--- config.mk ---
export PLATFORM = sky130hd
export DESIGN_NAME = fir_mac_ctrl
export DESIGN_NICKNAME = d
export VERILOG_FILES = /design/src/rtl/fir_mac_ctrl.sv
export SDC_FILE = /design/constraint.sdc
export NUM_CORES = 1
export LEC_CHECK = 0
export CAP_MARGIN = 20
export CORE_MARGIN = 2
export CORE_UTILIZATION = 53
export CTS_BUF_LIST = sky130_fd_sc_hd__clkbuf_8
export CTS_CLUSTER_SIZE = 40
export DETAILED_ROUTE_END_ITERATION = 7
export PLACE_DENSITY = 0.88
export SLEW_MARGIN = 10
export SYNTH_ARGS = -nofsm -noshare
export SYNTH_HDL_FRONTEND = slang
export SYNTH_SLANG_ARGS = --single-unit
--- constraint.sdc ---
create_clock -name clk -period 2.2 [get_ports clk]
set_clock_uncertainty 0.15 [all_clocks]
set_input_delay 0.33 -clock clk [delete_from_list [all_inputs] [get_ports clk]]
set_output_delay 0.33 -clock clk [all_outputs]
set_load 0.01 [all_outputs]
--- src/rtl/fir_mac_ctrl.sv ---
// Address/strobe sequencer for a single shared FIR multiply-accumulate unit.
// Optional build macro SMPL_QUEUE_EN adds a one-entry pending-request register.
module fir_mac_ctrl #(
    parameter int TAPS    = 16,
    parameter int AW      = 4,
    parameter int MAC_LAT = 2
) (
    input  logic          clk,
    input  logic          reset,
    input  logic          smpl_req,
    input  logic          ovr_clr,
    output logic          wr_en,
    output logic [AW-1:0] wr_addr,
    output logic [AW-1:0] rd_addr,
    output logic [AW-1:0] coef_addr,
    output logic          mac_en,
    output logic          acc_clr,
    output logic          out_vld,
    output logic          busy,
    output logic          overrun
);

    localparam int DW = (MAC_LAT > 1) ? $clog2(MAC_LAT) : 1;
    localparam logic [AW-1:0] LAST = AW'(TAPS - 1);

    typedef enum logic [2:0] {S_IDLE, S_WRITE, S_MAC, S_DRAIN, S_DONE} state_t;

    state_t          r_state;
    logic            r_req_d;
    logic [AW-1:0]   r_ptr;
    logic [AW-1:0]   r_wr_addr;
    logic [AW-1:0]   r_rd_addr;
    logic [AW-1:0]   r_coef_addr;
    logic [DW-1:0]   r_drain;
    logic            r_wr_en;
    logic            r_mac_en;
    logic            r_acc_clr;
    logic            r_out_vld;
    logic            r_overrun;

    logic            w_start;
    logic            w_busy;
    logic            w_ovr_set;
    logic            w_go;
    logic            w_requeue;
    logic [AW-1:0]   w_ptr_inc;
    logic [AW-1:0]   w_rd_dec;

    assign w_start   = smpl_req & ~r_req_d;
    assign w_busy    = (r_state != S_IDLE);
    // Wrap at TAPS rather than 2^AW so odd filter lengths stay in range.
    assign w_ptr_inc = (r_ptr == LAST) ? '0 : r_ptr + 1'b1;
    assign w_rd_dec  = (r_rd_addr == '0) ? LAST : r_rd_addr - 1'b1;

`ifdef SMPL_QUEUE_EN
    logic r_pending;
    assign w_ovr_set = w_start & w_busy & r_pending;
    assign w_go      = w_start | r_pending;
    assign w_requeue = r_pending;
`else
    assign w_ovr_set = w_start & w_busy;
    assign w_go      = w_start;
    assign w_requeue = 1'b0;
`endif

    always_ff @(posedge clk) begin
        if (reset) begin
            r_state     <= S_IDLE;
            r_req_d     <= 1'b0;
            r_ptr       <= '0;
            r_wr_addr   <= '0;
            r_rd_addr   <= '0;
            r_coef_addr <= '0;
            r_drain     <= '0;
            r_wr_en     <= 1'b0;
            r_mac_en    <= 1'b0;
            r_acc_clr   <= 1'b0;
            r_out_vld   <= 1'b0;
            r_overrun   <= 1'b0;
`ifdef SMPL_QUEUE_EN
            r_pending   <= 1'b0;
`endif
        end else begin
            r_req_d   <= smpl_req;
            r_wr_en   <= 1'b0;
            r_mac_en  <= 1'b0;
            r_acc_clr <= 1'b0;
            r_out_vld <= 1'b0;

            if (w_ovr_set)
                r_overrun <= 1'b1;
            else if (ovr_clr)
                r_overrun <= 1'b0;

`ifdef SMPL_QUEUE_EN
            if (w_start && w_busy && !r_pending)
                r_pending <= 1'b1;
`endif

            case (r_state)
                S_IDLE: begin
                    if (w_go) begin
                        r_state   <= S_WRITE;
                        r_wr_en   <= 1'b1;
                        r_wr_addr <= r_ptr;
`ifdef SMPL_QUEUE_EN
                        r_pending <= 1'b0;
`endif
                    end
                end
                S_WRITE: begin
                    r_state     <= S_MAC;
                    r_mac_en    <= 1'b1;
                    r_acc_clr   <= 1'b1;
                    r_coef_addr <= '0;
                    r_rd_addr   <= r_ptr;
                end
                S_MAC: begin
                    if (r_coef_addr == LAST) begin
                        if (MAC_LAT == 0) begin
                            r_state   <= S_DONE;
                            r_out_vld <= 1'b1;
                        end else begin
                            r_state <= S_DRAIN;
                            r_drain <= DW'(MAC_LAT - 1);
                        end
                    end else begin
                        r_mac_en    <= 1'b1;
                        r_coef_addr <= r_coef_addr + 1'b1;
                        r_rd_addr   <= w_rd_dec;
                    end
                end
                S_DRAIN: begin
                    if (r_drain == '0) begin
                        r_state   <= S_DONE;
                        r_out_vld <= 1'b1;
                    end else begin
                        r_drain <= r_drain - 1'b1;
                    end
                end
                S_DONE: begin
                    r_ptr <= w_ptr_inc;
                    // A queued request launches straight from DONE with the advanced pointer.
                    if (w_requeue) begin
                        r_state   <= S_WRITE;
                        r_wr_en   <= 1'b1;
                        r_wr_addr <= w_ptr_inc;
`ifdef SMPL_QUEUE_EN
                        r_pending <= 1'b0;
`endif
                    end else begin
                        r_state <= S_IDLE;
                    end
                end
                default: r_state <= S_IDLE;
            endcase
        end
    end

    assign wr_en     = r_wr_en;
    assign wr_addr   = r_wr_addr;
    assign rd_addr   = r_rd_addr;
    assign coef_addr = r_coef_addr;
    assign mac_en    = r_mac_en;
    assign acc_clr   = r_acc_clr;
    assign out_vld   = r_out_vld;
    assign busy      = w_busy;
    assign overrun   = r_overrun;

endmodule

-- Word-level counts from Yosys, hierarchy flattened
Cells that the tools add are included.
- output and inout port bits: 18
- memories kept: 0
- bits in writable memories: 0
- latch bits: 0
- bits in registers: 26
- bits in read-only memories: 0
- reductions and logical operators: 12
- div/mod/pow operators: 0
- muxes and demuxes: 20
- multipliers: 0
- equality and inequality tests: 10
- shift-type cells: 0
- $lt $le $gt $ge: 0
- add/sub/neg operators: 4
- bitwise gates (word level): 5
- operators by type and width (cell ; number):
    two-way mux 4 bit ; 4
    case mux 4 bit (2 select lines) ; 2
    case mux 3 bit (4 select lines) ; 1
    two-way mux 3 bit ; 3
    adder 4 x 1 -> 4 bit, second input constant ; 2
    equality test 4 bit, second input constant ; 2
    two-way mux 1 bit ; 8
    inequality test 2 bit, second input constant ; 4
    equality test 3 x 2 -> 1 bit, second input constant ; 2
    AND reduction 2 bit ; 3
    nonzero test 2 bit ; 3
    zero test 4 bit ; 1
    case mux 1 bit (2 select lines) ; 2
    OR reduction 2 bit ; 2
    subtractor 4 x 1 -> 4 bit, second input constant ; 1
    equality test 3 x 1 -> 1 bit, second input constant ; 1
    equality test 3 bit, second input constant ; 1
    zero test 3 bit ; 1
    inverter 1 bit ; 3
    AND reduction 3 bit ; 1
    nonzero test 3 bit ; 1
    bitwise AND 1 bit ; 2
    subtractor 1 bit, second input constant ; 1

-- Longest topological paths before layout
- depth after elaboration: 4
- depth in mapped cells: 6
- depth with buffers taken out: 6

-- Least setup slack after synthesis
OpenSTA, ideal clock, no wires.
- kind: reg-to-reg
- start point: register r_coef_addr[0] (netlist: coef_addr[0])
- end point: register r_coef_addr[1] (netlist: coef_addr[1])
- cell stages (with the launch flop): 6
- data arrival time: 1.425 ns
- library setup time: 0.071 ns
- path buffers: 0
- clock period less this slack: 1.645 ns
- path slack: 0.555 ns
- path through: dfxtp_1 -> ha_1 -> nand3_1 -> and2_1 -> or3b_1 -> a21oi_1
- longest elaborated chain between the ends: 3
- elaborated cells on any way between the ends: 6
- RTL lines (item ; RTL line ; text):
    start, declared ; 33 ; logic [AW-1:0] r_coef_addr;
    start signal, assigned ; 129 ; r_coef_addr <= r_coef_addr + 1'b1;
    adder 4 x 1 -> 4 bit or equality test 4 bit (tied branches) ; 129, 119 ;
    two-way mux 4 bit or inequality test 2 bit (tied branches) ; - ;
    case mux 4 bit (2 select lines) or AND reduction 2 bit (tied branches) ; - ;
Several ways; a longest one is shown, not always the timed one. The select of a mux whose other input is x is not followed.
A chain may end at the register's enable or synchronous reset.

-- Final worst setup path
- start point: register r_state[0]
- end point: output port busy
- longest elaborated chain between the ends: 1
- RTL lines (item ; RTL line ; text):
    start, declared ; 28 ; state_t r_state;
    start signal, assigned ; 68 ; r_state <= S_IDLE;
    start signal, assigned ; 103 ; r_state <= S_WRITE;
    start signal, assigned ; 112 ; r_state <= S_MAC;
    nonzero test 3 bit ; 50 ; assign w_busy = (r_state != S_IDLE);
    end, declared ; 19 ; output logic busy,
Every way passes these cells.

==> results.toml <==
[run_status]
outcome = "finished clean"

[power]
vdd_drop_max_mv = 0.638
power_leakage_nw = 0.558
p_per_area_nw_per_um2 = 717
finalPower_mw = 1.07

[global_route]
antenna_found_initial = 0
grt-ovfl-total = 0
track_usage_pct = 20.5
grt_max_degree = 16
grt_pass1_wl_um = 4040
grt_pass1_vias = 932

[cts]
cts_buffer_depth = 2
cts_hold_buf = 0
post-cts-setup-buffer-count = 0
cts_buffers = 3
clk_pin_slew_ps = 90
cts_root_buffer = "clkbuf_8"
cts_tree = "done"
clock-sinks = 26
cts_resized = 0
htreeDepth = 1
clk_latency_ps = 270

[sta]
slew_violations = 0
min_period_over_period_pct = 97.5
fmax_mhz = 466
post-route-min-period_ps = 2140
worstMarginPinSlew_ps = 438
setup_viol = 0
fin_ws_ps = 55.9
slew_headroom_pct = 70.8
hold_violations = 0
grt_setup_unrepaired = "no"
fin_setup_tns_ps = 0

[critical_path]
r2r_end = "rd_addr[3]"
cp_cell_sequence = "or3_4, clkdlybuf4s50_1"
reg2reg_slack_ps = 410
max_stage_delay_ps = 490
critPathMaxFanout = 12
arrival_ps = 1660
reg2reg_depth = 4
worstPathRequired_ps = 1720
crit_slowest_cell = "clkdlybuf4s50_1"
critPathKind = "flip-flop to primary output"
reg2reg_from = "r_state[1]"
crit_path_start_kind = "flip-flop"
worstSetupEndpointType = "primary output"

[placement]
io_buffer_count = 21
finalWeightedCongestion = 0.837
hpwl_um = 1720
pre_cts_slack_ps = 370
placed_area_um2 = 1420

[job]
drv_cap = 0

[die]
rows = 17
core_um2 = 2170
io_pins = 22
dieArea_um2 = 2660
fp.dieW_um = 51.6
die_h_um = 51.6
start_util_pct = 55.4

[detailed_routing]
drcViolationCount = 0
detail-route-antenna-nets = 0
viasPerCell = 5.70
vias = 1021
dr.pass1.iters = 4
avgRoutedWirePerCell_um = 13.6
drtIter0Drc = 15
wirelength_um = 2430

[finish]
nets = 159
fin_area_um2 = 1490
final_cell_mix = "dfxtp_1, clkdlybuf4s50_1, nor2_1"
multi_input_area_um2 = 604
antenna_cells = 0
final_common_cell = "dfxtp_1"
layout.area.seq_um2 = 520
fin_util_pct = 68.7
fill_cells = 175
area_growth_pct = 24.1
drive_above_1_share_pct = 9.27

[logic_synthesis]
synth_top_family_by_area = "simple AND/OR/NAND/NOR gates"
synth-seq-area-share_pct = 43.3
synth.cell_area_um2 = 1200
syn_area_per_cell_um2 = 9.24
synth_cell_type_count = 40
syn_nets = 137
synthAdderAreaFrac_pct = 3.13
synth_warnings = 0
postSynthRegisterBits = 26
synthMuxAreaShare_pct = 5.94
synth-compound-area-share_pct = 12.9
synthXorXnorAreaFrac_pct = 1.46
synthSimpleGateAreaFrac_pct = 26.9
synthCells = 130

[min_path]
hold_start = "rd_addr[1]"
hold_path.class = "flip-flop to flip-flop"
holdPathEnd = "rd_addr[1]"
hold_depth = 2
-- per-stage QoR --
stage,hold WS [ps],std cells
global placement,333,175
CTS,356,179
global route,390,179
finish,352,179
floorplan,308,130
detailed placement,338,175
-- registers in the layout (all words and copies together), names as in the netlist --
name,count
acc_clr,1
coef_addr,4
mac_en,1
out_vld,1
overrun,1
r_drain,1
r_ptr,4
r_req_d,1
r_state,3
rd_addr,4
wr_addr,4
wr_en,1
-- per-layer routing --
metal	vias up	GRT usage, %	wire length (um)
met3	8	4.02	103
li1	497	-	-
met5	-	0	0
met4	0	12.7	55
met1	484	23.9	1020
met2	32	34.4	1250
-- cell type report --
type	count	area share, %
repair buffers	25	16.1
inverters	5	1.26
multi-input cells	91	40.6
clock buffers	3	2.77
flip-flops and latches	26	34.9
well taps	28	2.35
clock inverters	1	2.02
-- worst max-delay path by stage --
stage                  from           end  slack [ps]  depth (start not counted)
3_5_place_dp     r_state[0]          busy         370                          2
5_1_grt          r_state[0]          busy           3                          2
6_report         r_state[0]          busy          60                          2
4_1_cts          r_state[0]          busy          50                          2
2_1_floorplan  coef_addr[0]  coef_addr[1]         550                          5
3_3_place_gp     r_state[0]          busy         400                          2
-- report_power, final --
group / switching (mW) / internal, mW
sequential: 0.0252 / 0.490
clock: 0.149 / 0.243
combinational: 0.0777 / 0.0840
-- cell families after synthesis --
logic type | count (synthesis)
AOI/OAI and AO/OA | 24
xor gates and xnor gates | 2
adders and majority gates | 3
buffers and inverters | 13
DFF | 26
muxes | 7
and+or+nand+nor | 55
-- worst max-delay path, delay by kind of cell, from the launching register on --
kind / cells / cell delay, ps
buf+inv: 1 / 490
flops: 1 / 450
simple gates: 1 / 450
-- synth_stat cells --
library cell | count | share of area, %
ha_1 | 3 | 3.1
nor2_1 | 13 | 4.1
nor2b_1 | 5 | 2.6
nand3b_1 | 3 | 1.9
a211oi_1 | 3 | 1.9
buf_4 | 1 | 0.63
inv_1 | 5 | 1.6
o21ai_0 | 1 | 0.42
mux2i_1 | 6 | 5.0
o311ai_1 | 1 | 0.73
and4b_1 | 1 | 0.83
nor3b_4 | 2 | 3.1
o211ai_1 | 2 | 1.2
clkbuf_1 | 3 | 0.94
nand2_2 | 1 | 0.52
and3_1 | 2 | 1.0
or3_4 | 1 | 0.94
o21ai_1 | 2 | 0.83
nand2b_1 | 2 | 1.0
nand2_1 | 11 | 3.4
o311ai_0 | 1 | 0.73
a32o_1 | 1 | 0.83
xnor2_1 | 1 | 0.73
dfxtp_1 | 26 | 43
or3_1 | 1 | 0.52
nor3_1 | 5 | 2.1
nand3_1 | 3 | 1.2
xor2_1 | 1 | 0.73
nor4_1 | 1 | 0.52
buf_6 | 3 | 2.8
a2111oi_0 | 1 | 0.73
a21oi_1 | 10 | 4.2
nor3b_2 | 1 | 1.0
a311oi_1 | 1 | 0.73
nor4b_1 | 1 | 0.73
buf_2 | 1 | 0.42
a21o_1 | 1 | 0.63
mux2_2 | 1 | 0.94
or3b_1 | 1 | 0.73
and2_1 | 1 | 0.52
(Power assumes the default switching activity.)
